<file path="src/rtl/multicycle_cpu.sv">
// multicycle_cpu: RV32I/RV64I OP and OP-IMM subset, FETCH/DECODE/EXEC/WB.
// Ports: clk_i, rst_i (async, active-low), start_i, imem_*, retire_o, halted_o, dbg_*.
module multicycle_cpu #(
    parameter int XLEN = 32,
    parameter int NUM_REGS = 32,
    parameter logic [XLEN-1:0] RESET_PC = '0
) (
    input  logic            clk_i,
    input  logic            rst_i,
    input  logic            start_i,
    output logic            imem_req_o,
    output logic [XLEN-1:0] imem_addr_o,
    input  logic            imem_ack_i,
    input  logic [31:0]     imem_data_i,
    output logic            retire_o,
    output logic            halted_o,
    input  logic [4:0]      dbg_raddr_i,
    output logic [XLEN-1:0] dbg_rdata_o
);
    localparam int RW = $clog2(NUM_REGS);
    localparam int SW = $clog2(XLEN);

    typedef enum logic [2:0] {
        IDLE, FETCH, DECODE, EXEC, WB, HALT
    } state_t;

    state_t state, state_nxt;

    logic [XLEN-1:0] pc;
    logic [XLEN-1:0] imm;
    logic [XLEN-1:0] result;
    logic [31:0]     ir;
    logic [RW-1:0]   rs1;
    logic [RW-1:0]   rs2;
    logic [XLEN-1:0] regs [NUM_REGS];

    logic            is_op;
    logic            is_imm;
    logic            shift_ok;
    logic            idx_ok;
    logic            legal;
    logic [XLEN-1:0] op_a;
    logic [XLEN-1:0] op_b;
    logic [SW-1:0]   shamt;
    logic [XLEN-1:0] alu;

    assign is_op  = ir[6:0] == 7'b0110011;
    assign is_imm = ir[6:0] == 7'b0010011;

    // Immediate shifts: IR[30] selects SRAI, IR[25] is a shamt bit only on RV64.
    assign shift_ok = !ir[31] && ir[29:26] == 4'b0
                      && (XLEN == 64 || !ir[25]);

    // rs2 is only a register index for OP; in OP-IMM it is immediate bits.
    assign idx_ok = int'(ir[11:7]) < NUM_REGS
                    && int'(ir[19:15]) < NUM_REGS
                    && (!is_op || int'(ir[24:20]) < NUM_REGS);

    always_comb begin
        legal = 1'b0;
        if (is_op) begin
            legal = ir[31:25] == 7'b0000000
                    || (ir[31:25] == 7'b0100000
                        && (ir[14:12] == 3'b000 || ir[14:12] == 3'b101));
        end else if (is_imm) begin
            unique case (ir[14:12])
                3'b001:  legal = shift_ok && !ir[30];
                3'b101:  legal = shift_ok;
                default: legal = 1'b1;
            endcase
        end
        legal = legal && idx_ok;
    end

    assign op_a  = regs[rs1];
    assign op_b  = is_op ? regs[rs2] : imm;
    assign shamt = op_b[SW-1:0];

    always_comb begin
        alu = '0;
        unique case (ir[14:12])
            3'b000: alu = (is_op && ir[30]) ? op_a - op_b : op_a + op_b;
            3'b001: alu = op_a << shamt;
            3'b010: alu = {{(XLEN-1){1'b0}}, $signed(op_a) < $signed(op_b)};
            3'b011: alu = {{(XLEN-1){1'b0}}, op_a < op_b};
            3'b100: alu = op_a ^ op_b;
            3'b101: alu = ir[30] ? $unsigned($signed(op_a) >>> shamt)
                                 : op_a >> shamt;
            3'b110: alu = op_a | op_b;
            3'b111: alu = op_a & op_b;
            default: alu = '0;
        endcase
    end

    // State register
    always_ff @(posedge clk_i or negedge rst_i) begin
        if (!rst_i) state <= IDLE;
        else        state <= state_nxt;
    end

    // Next-state logic
    always_comb begin
        state_nxt = state;
        unique case (state)
            IDLE:    if (start_i) state_nxt = FETCH;
            FETCH:   if (imem_ack_i) state_nxt = DECODE;
            DECODE:  state_nxt = legal ? EXEC : HALT;
            EXEC:    state_nxt = WB;
            WB:      state_nxt = FETCH;
            HALT:    state_nxt = HALT;
            default: state_nxt = IDLE;
        endcase
    end

    // Outputs decode straight from state so reset clears them at once.
    always_comb begin
        imem_req_o = state == FETCH;
        retire_o   = state == WB;
        halted_o   = state == HALT;
    end

    assign imem_addr_o = pc;

    always_ff @(posedge clk_i or negedge rst_i) begin
        if (!rst_i) begin
            pc     <= RESET_PC;
            ir     <= '0;
            rs1    <= '0;
            rs2    <= '0;
            imm    <= '0;
            result <= '0;
        end else begin
            unique case (state)
                FETCH: if (imem_ack_i) ir <= imem_data_i;
                DECODE: begin
                    rs1 <= ir[15 +: RW];
                    rs2 <= ir[20 +: RW];
                    imm <= {{(XLEN-12){ir[31]}}, ir[31:20]};
                end
                EXEC:    result <= alu;
                WB:      pc <= pc + XLEN'(4);
                default: ;
            endcase
        end
    end

    always_ff @(posedge clk_i or negedge rst_i) begin
        if (!rst_i) begin
            for (int i = 0; i < NUM_REGS; i++) regs[i] <= '0;
        end else if (state == WB && ir[11:7] != 5'd0) begin
            regs[ir[7 +: RW]] <= result;
        end
    end

    assign dbg_rdata_o = (dbg_raddr_i != 5'd0 && int'(dbg_raddr_i) < NUM_REGS)
                         ? regs[dbg_raddr_i[RW-1:0]] : '0;
endmodule

</file>
<file path="config.mk">
export PLATFORM = sky130hd
export DESIGN_NAME = multicycle_cpu
export DESIGN_NICKNAME = d
export VERILOG_FILES = /design/src/rtl/multicycle_cpu.sv
export SDC_FILE = /design/constraint.sdc
export NUM_CORES = 2
export LEC_CHECK = 0
export CORE_MARGIN = 4
export CORE_UTILIZATION = 55
export CTS_BUF_LIST = sky130_fd_sc_hd__clkbuf_8
export CTS_CLUSTER_SIZE = 24
export DETAILED_ROUTE_END_ITERATION = 16
export HOLD_SLACK_MARGIN = 0.08
export PLACE_DENSITY = 0.71
export SYNTH_ARGS = -nofsm -noshare
export SYNTH_HDL_FRONTEND = slang
export SYNTH_SLANG_ARGS = --single-unit
export TNS_END_PERCENT = 5
</file>
<file path="constraint.sdc">
create_clock -name clk_i -period 7.7 [get_ports clk_i]
set_input_delay 1.54 -clock clk_i [delete_from_list [all_inputs] [get_ports clk_i]]
set_output_delay 1.54 -clock clk_i [all_outputs]
set_load 0.05 [all_outputs]
</file>
Word-level counts from Yosys, hierarchy flattened
Cells that the tools add are included.
Storage, ports and cells
  bits in registers: 1145
  input bits: 41
  word-level logic and storage cells: 120
Cells by class
  $add $sub $neg: 3
  magnitude comparators: 7
  equal/unequal tests: 17
  shifts and indexed selects: 3
  multiplexer cells: 24
  bitwise gates (word level): 7
  reduce and logical (&&, ||, !) cells: 20
Operators by type and width (count)
  bitwise mux 1024 bit: 1
  binary-select mux 32 bit (select 5 bit): 3
  two-way mux 32 bit: 11
  case mux 32 bit (8 select lines): 1
  demux 32 bit (select 5 bit): 1
  less-than comparator 32 bit: 2
  adder 32 x 3 -> 32 bit (second input constant): 1
  adder 32 bit: 1
  bitwise AND 32 bit: 1
  bitwise OR 32 bit: 1
  << shifter 32 x 5 -> 32 bit: 1
  right shift 32 x 5 -> 32 bit: 1
  >>> shifter 32 x 5 -> 32 bit: 1
  subtractor 32 bit: 1
  bitwise XOR 32 bit: 1
  >= comparator 6 bit (second input constant): 4
  inverter 5 -> 6 bit: 4
  == test 3 bit (second input constant): 6
  case mux 3 bit (6 select lines): 1
  == test 7 x 6 -> 1 bit (second input constant): 2
  == test 3 x 2 -> 1 bit (second input constant): 4
  nonzero test 5 bit: 2
  two-way mux 3 bit: 3
  == test 7 x 5 -> 1 bit (second input constant): 1
  other kinds (13): 26

Logic depth before layout (Yosys ltp)
  depth in word-level cells: 9
  gate-level depth with buffers: 25
  depth with buffers taken out: 20

Worst setup path before layout
Ideal clock, no wire load.
  kind: register to register
  start: reg imm[0]
  end: reg result[0]
  data arrival time: 6211 ps
  setup slack: 1407 ps
  cell stages (with the launch flop): 25
  buffers on the path: 7
  period minus slack after synthesis: 6293 ps
  cells stage by stage: dfrtp_1 -> buf_6 -> buf_6 -> buf_2 -> buf_2 -> buf_2 -> buf_1 -> mux4_2 -> mux4_2 -> nor2_1 -> nor2_1 -> o21ai_0 -> ha_1 -> clkbuf_1 -> or2_2 -> and2_1 -> o221ai_1 -> nand4b_1 -> a22oi_1 -> o41ai_1 -> or2_2 -> a2111oi_0 -> a21oi_1 -> or3b_2 -> a31oi_1
On the way
  cells in the longest elaborated chain, start to end: 4
RTL lines
  start, declared: line 30  | logic [XLEN-1:0] imm;
  start signal, assigned: line 138  | imm <= {{(XLEN-12){ir[31]}}, ir[31:20]};
  two-way mux 32 bit *: line 76  | assign op_b = is_op ? regs[rs2] : imm;
  adder 32 bit (tied with other cells): line 82  | 3'b000: alu = (is_op && ir[30]) ? op_a - op_b : op_a + op_b;
  two-way mux 32 bit, on equally long branches: line 82, 87
  case mux 32 bit (8 select lines) *: line 81  | unique case (ir[14:12])
  end signal, assigned: line 140  | EXEC: result <= alu;
  end, declared: line 31  | logic [XLEN-1:0] result;
Every way passes the cells marked *; elsewhere a longest branch is shown, timed or not.
A chain may end at the register's enable or synchronous reset.

Worst setup path in the final report
Same ends and word-level chain as after synthesis.

==> impl_metrics.json <==
{
  "die_h_um": 378,
  "slew_viol_final": 0,
  "reg2reg_setup_slack_ps": 970,
  "clock_sinks": 1138,
  "cts_hold_buf": 0,
  "status": "finished clean",
  "cts_tree": "done",
  "min_to": "regs[994]$_DFFE_PN0P_",
  "start_kind": "flip-flop",
  "avgSynthCellArea_um2": 12.7,
  "hold_class": "reg -> reg",
  "totalWireLength_um": 274000,
  "path_max_fanout": 37,
  "ys_async_sr_fraction_pct": 100,
  "io_buffers": 105,
  "synth-seq-area-share_pct": 37.9,
  "skew_ps": 71.1,
  "nFillCells": 10711,
  "utilization_pct": 60.6,
  "synth_warnings": 0,
  "vias": 56999,
  "dr.first_iter.drc_count": 7931,
  "syn_inst": 5908,
  "hold_violations": 0,
  "avgRoutedWirePerCell_um": 35.5,
  "multi_input_area_um2": 44100,
  "endpoint_kind": "flip-flop",
  "dp_hpwl_um": 168000,
  "worstReg2RegStart": "imm[0]$_DFFE_PN0P_",
  "top_layer_used": "met4",
  "tightest_slew_ps": 1310,
  "antenna_found_initial": 8,
  "grt_usage_pct": 38.5,
  "wl_met2_um": 119000,
  "synth_top_cell_by_area": "dfrtp_1",
  "post_cts_buffers": 0,
  "die_w_um": 378,
  "clk_latency_ps": 1000,
  "power.leakage_nw": 35.3,
  "period_minus_slack_ps": 6730,
  "worstPathArrival_ps": 7580,
  "fp.coreArea_um2": 136000,
  "ff2ff_path_depth": 19,
  "htree_levels": 4,
  "powerDensity_nw_per_um2": 150,
  "fp.dieArea_um2": 143000,
  "post_cts_resized": 0,
  "ff_latch_area_um2": 28500,
  "grt_pass1_vias": 57251,
  "slew_headroom_pct": 12.5,
  "placed_cell_area_um2": 78000,
  "synth_area_leaders": "dfrtp_1 (38%), mux4_2 (21%), mux2_2 (16%)",
  "start_util_pct": 55.4,
  "fin_area_um2": 82300,
  "cts_buffers": 195,
  "wl_met3_um": 32600,
  "required_ps": 8550,
  "synth-main-ff-cell": "dfrtp_1",
  "vias_per_cell": 7.37,
  "synth-edff-count": 0,
  "critPathKind": "reg -> reg",
  "hold_depth": 0,
  "cts-root-buf": "clkbuf_8",
  "syn2layout_area_growth_pct": 9.42,
  "r2r_end": "result[0]$_DFFE_PN0P_",
  "ios": 108,
  "worstHoldStart": "regs[994]$_DFFE_PN0P_",
  "synth-seq-cells": 1138,
  "fin_tns_setup_ps": 0,
  "synthesis.area_um2": 75200,
  "cp-startpoint": "imm[0]$_DFFE_PN0P_",
  "peakVddDrop_uv": 165,
  "cts_max_path_buffers": 3,
  "synth_top_area_share_pct": 37.9,
  "grt_pass1_wl_um": 399000,
  "drive_above_1_share_pct": 39.4,
  "grt_max_degree": 162,
  "maxCapViolCount": 0,
  "hold-worst-slack_ps": 423,
  "gp_congestion": 1.04,
  "overflow": 0,
  "drt_pass1_iterations": 8,
  "rsz0062_at_grt": "no",
  "wl_met1_um": 104000,
  "setup_viol": 0,
  "drc_errors": 0,
  "layout_worst_path_cycle_share_pct": 87.4,
  "num-nets-final": 5927,
  "num_rows": 135,
  "max_clock_freq_mhz": 149,
  "drtAntennaViolNets": 0,
  "clk_pin_slew_ps": 60,
  "synth_cell_types": 93
}
## critical path, stage by stage (launching register included)
cell and delay (ps):
dfrtp_4 950, buf_12 370, buf_4 270, mux4_2 500
mux4_2 470, nor2_1 110, nor2_1 120, o21ai_0 380
ha_1 410, nand3_1 150, nor3_1 80, o211ai_1 100
nand4b_1 340, a22oi_1 550, o41ai_1 250, or2_2 330
a2111oi_0 410, a21oi_1 120, or3b_2 450, a31oi_1 140
## where the power goes
group	switching [mW]	internal [mW]	leakage (nW)
Sequential	0	5.98	15.9
Clock	2.75	3.22	2.39
Combinational	0.247	0.104	17.0
## layout make-up
class                           instances  area share [%]
Multi-Input combinational cell       4065            53.6
Sequential cell                      1138            34.7
Clock buffer                          255            4.27
Timing Repair Buffer                  293            3.46
Tap cell                             1781            2.71
Clock inverter                        102           0.884
Inverter                               93           0.427
Antenna cell                            4          0.0122
## cell families (layout without fill, tap and decap cells)
logic type	count (synthesis)	in the layout	synth area share, %
AOI/OAI and AO/OA	765	765	6.57
buffers and inverters	706	743	3.95
muxes	2302	2302	44.0
DFF	1138	1138	37.9
other	1	6	0.00499
xor gates and xnor gates	57	57	0.664
and+or+nand+nor	839	839	5.20
adders and majority gates	100	100	1.68
## per-stage QoR
| step | worst slack (ps) | cells | power, mW |
|---|---|---|---|
| after CTS | 1060 | 7727 | 12.4 |
| after global placement | 1230 | 7370 | 6.44 |
| final | 971 | 7731 | 12.3 |
| after floorplan | 1410 | 5909 | 6.23 |
| after detailed placement | 1150 | 7370 | 6.45 |
| after global routing | 644 | 7728 | 12.6 |
## flip-flops by register name (all words and copies together) (netlist names)
name / flops
regs: 1024
state: 3
ir: 32
rs1: 5
imem_addr_o: 30
result: 32
imm: 12
## metal layers
layer | track usage (%) | vias up
met1 | 52.3 | 29506
li1 | - | 22580
met3 | 11.3 | 975
met5 | 0 | -
met2 | 55.6 | 3938
met4 | 21.7 | 0
## placed cells by master (no fill, tap or decap), types with 10 or more instances in the layout
| cell type | synthesis | final |
|---|---|---|
| nand2_1 | 192 | 175 |
| clkinv_2 | 0 | 28 |
| clkbuf_8 | 0 | 255 |
| and3_1 | 17 | 17 |
| o21bai_1 | 12 | 12 |
| inv_1 | 89 | 140 |
| buf_4 | 34 | 160 |
| mux2_2 | 1059 | 1059 |
| nor2b_1 | 25 | 22 |
| buf_12 | 0 | 30 |
| clkdlybuf4s50_1 | 0 | 99 |
| nor2_1 | 301 | 292 |
| a31oi_1 | 19 | 19 |
| xnor2_1 | 42 | 42 |
| nor4_1 | 38 | 38 |
| o221ai_1 | 11 | 11 |
| a22oi_1 | 72 | 72 |
| ha_1 | 98 | 98 |
| mux4_2 | 692 | 692 |
| a21o_1 | 14 | 14 |
| nand3_1 | 108 | 104 |
| o21ai_0 | 130 | 130 |
| o31ai_1 | 11 | 10 |
| xor2_1 | 15 | 15 |
| nand2_4 | 0 | 12 |
| nand4_1 | 22 | 22 |
| nor3_1 | 41 | 37 |
| mux2i_1 | 545 | 545 |
| a211o_1 | 13 | 12 |
| a211oi_1 | 34 | 34 |
| a2111oi_0 | 11 | 11 |
| a21oi_1 | 185 | 185 |
| nand2b_1 | 22 | 22 |
| dfrtp_1 | 1138 | 1130 |
| o22ai_1 | 141 | 141 |
| o211ai_1 | 19 | 19 |
## worst max-delay path by stage
stage / depth (start not counted) / slack (ps) / end
2_1_floorplan: 24 / 1410 / result[0]$_DFFE_PN0P_
3_3_place_gp: 18 / 1230 / result[0]$_DFFE_PN0P_
3_5_place_dp: 19 / 1150 / result[0]$_DFFE_PN0P_
4_1_cts: 19 / 1060 / result[0]$_DFFE_PN0P_
5_1_grt: 20 / 640 / result[27]$_DFFE_PN0P_
6_report: 19 / 970 / result[0]$_DFFE_PN0P_
## cell usage after synthesis (25+ instances only)
library cell  count
mux2i_1         545
a211oi_1         34
o22ai_1         141
nor4_1           38
dfrtp_1        1138
clkbuf_1        362
a22oi_1          72
mux4_2          692
nor3_1           41
inv_1            89
nand2_1         192
buf_2            67
a21oi_1         185
buf_4            34
o21ai_0         130
xnor2_1          42
ha_1             98
buf_1           136
nand3_1         108
nor2_1          301
mux2_2         1059
nor2b_1          25
No activity file was read; power rests on OpenSTA's default activity.
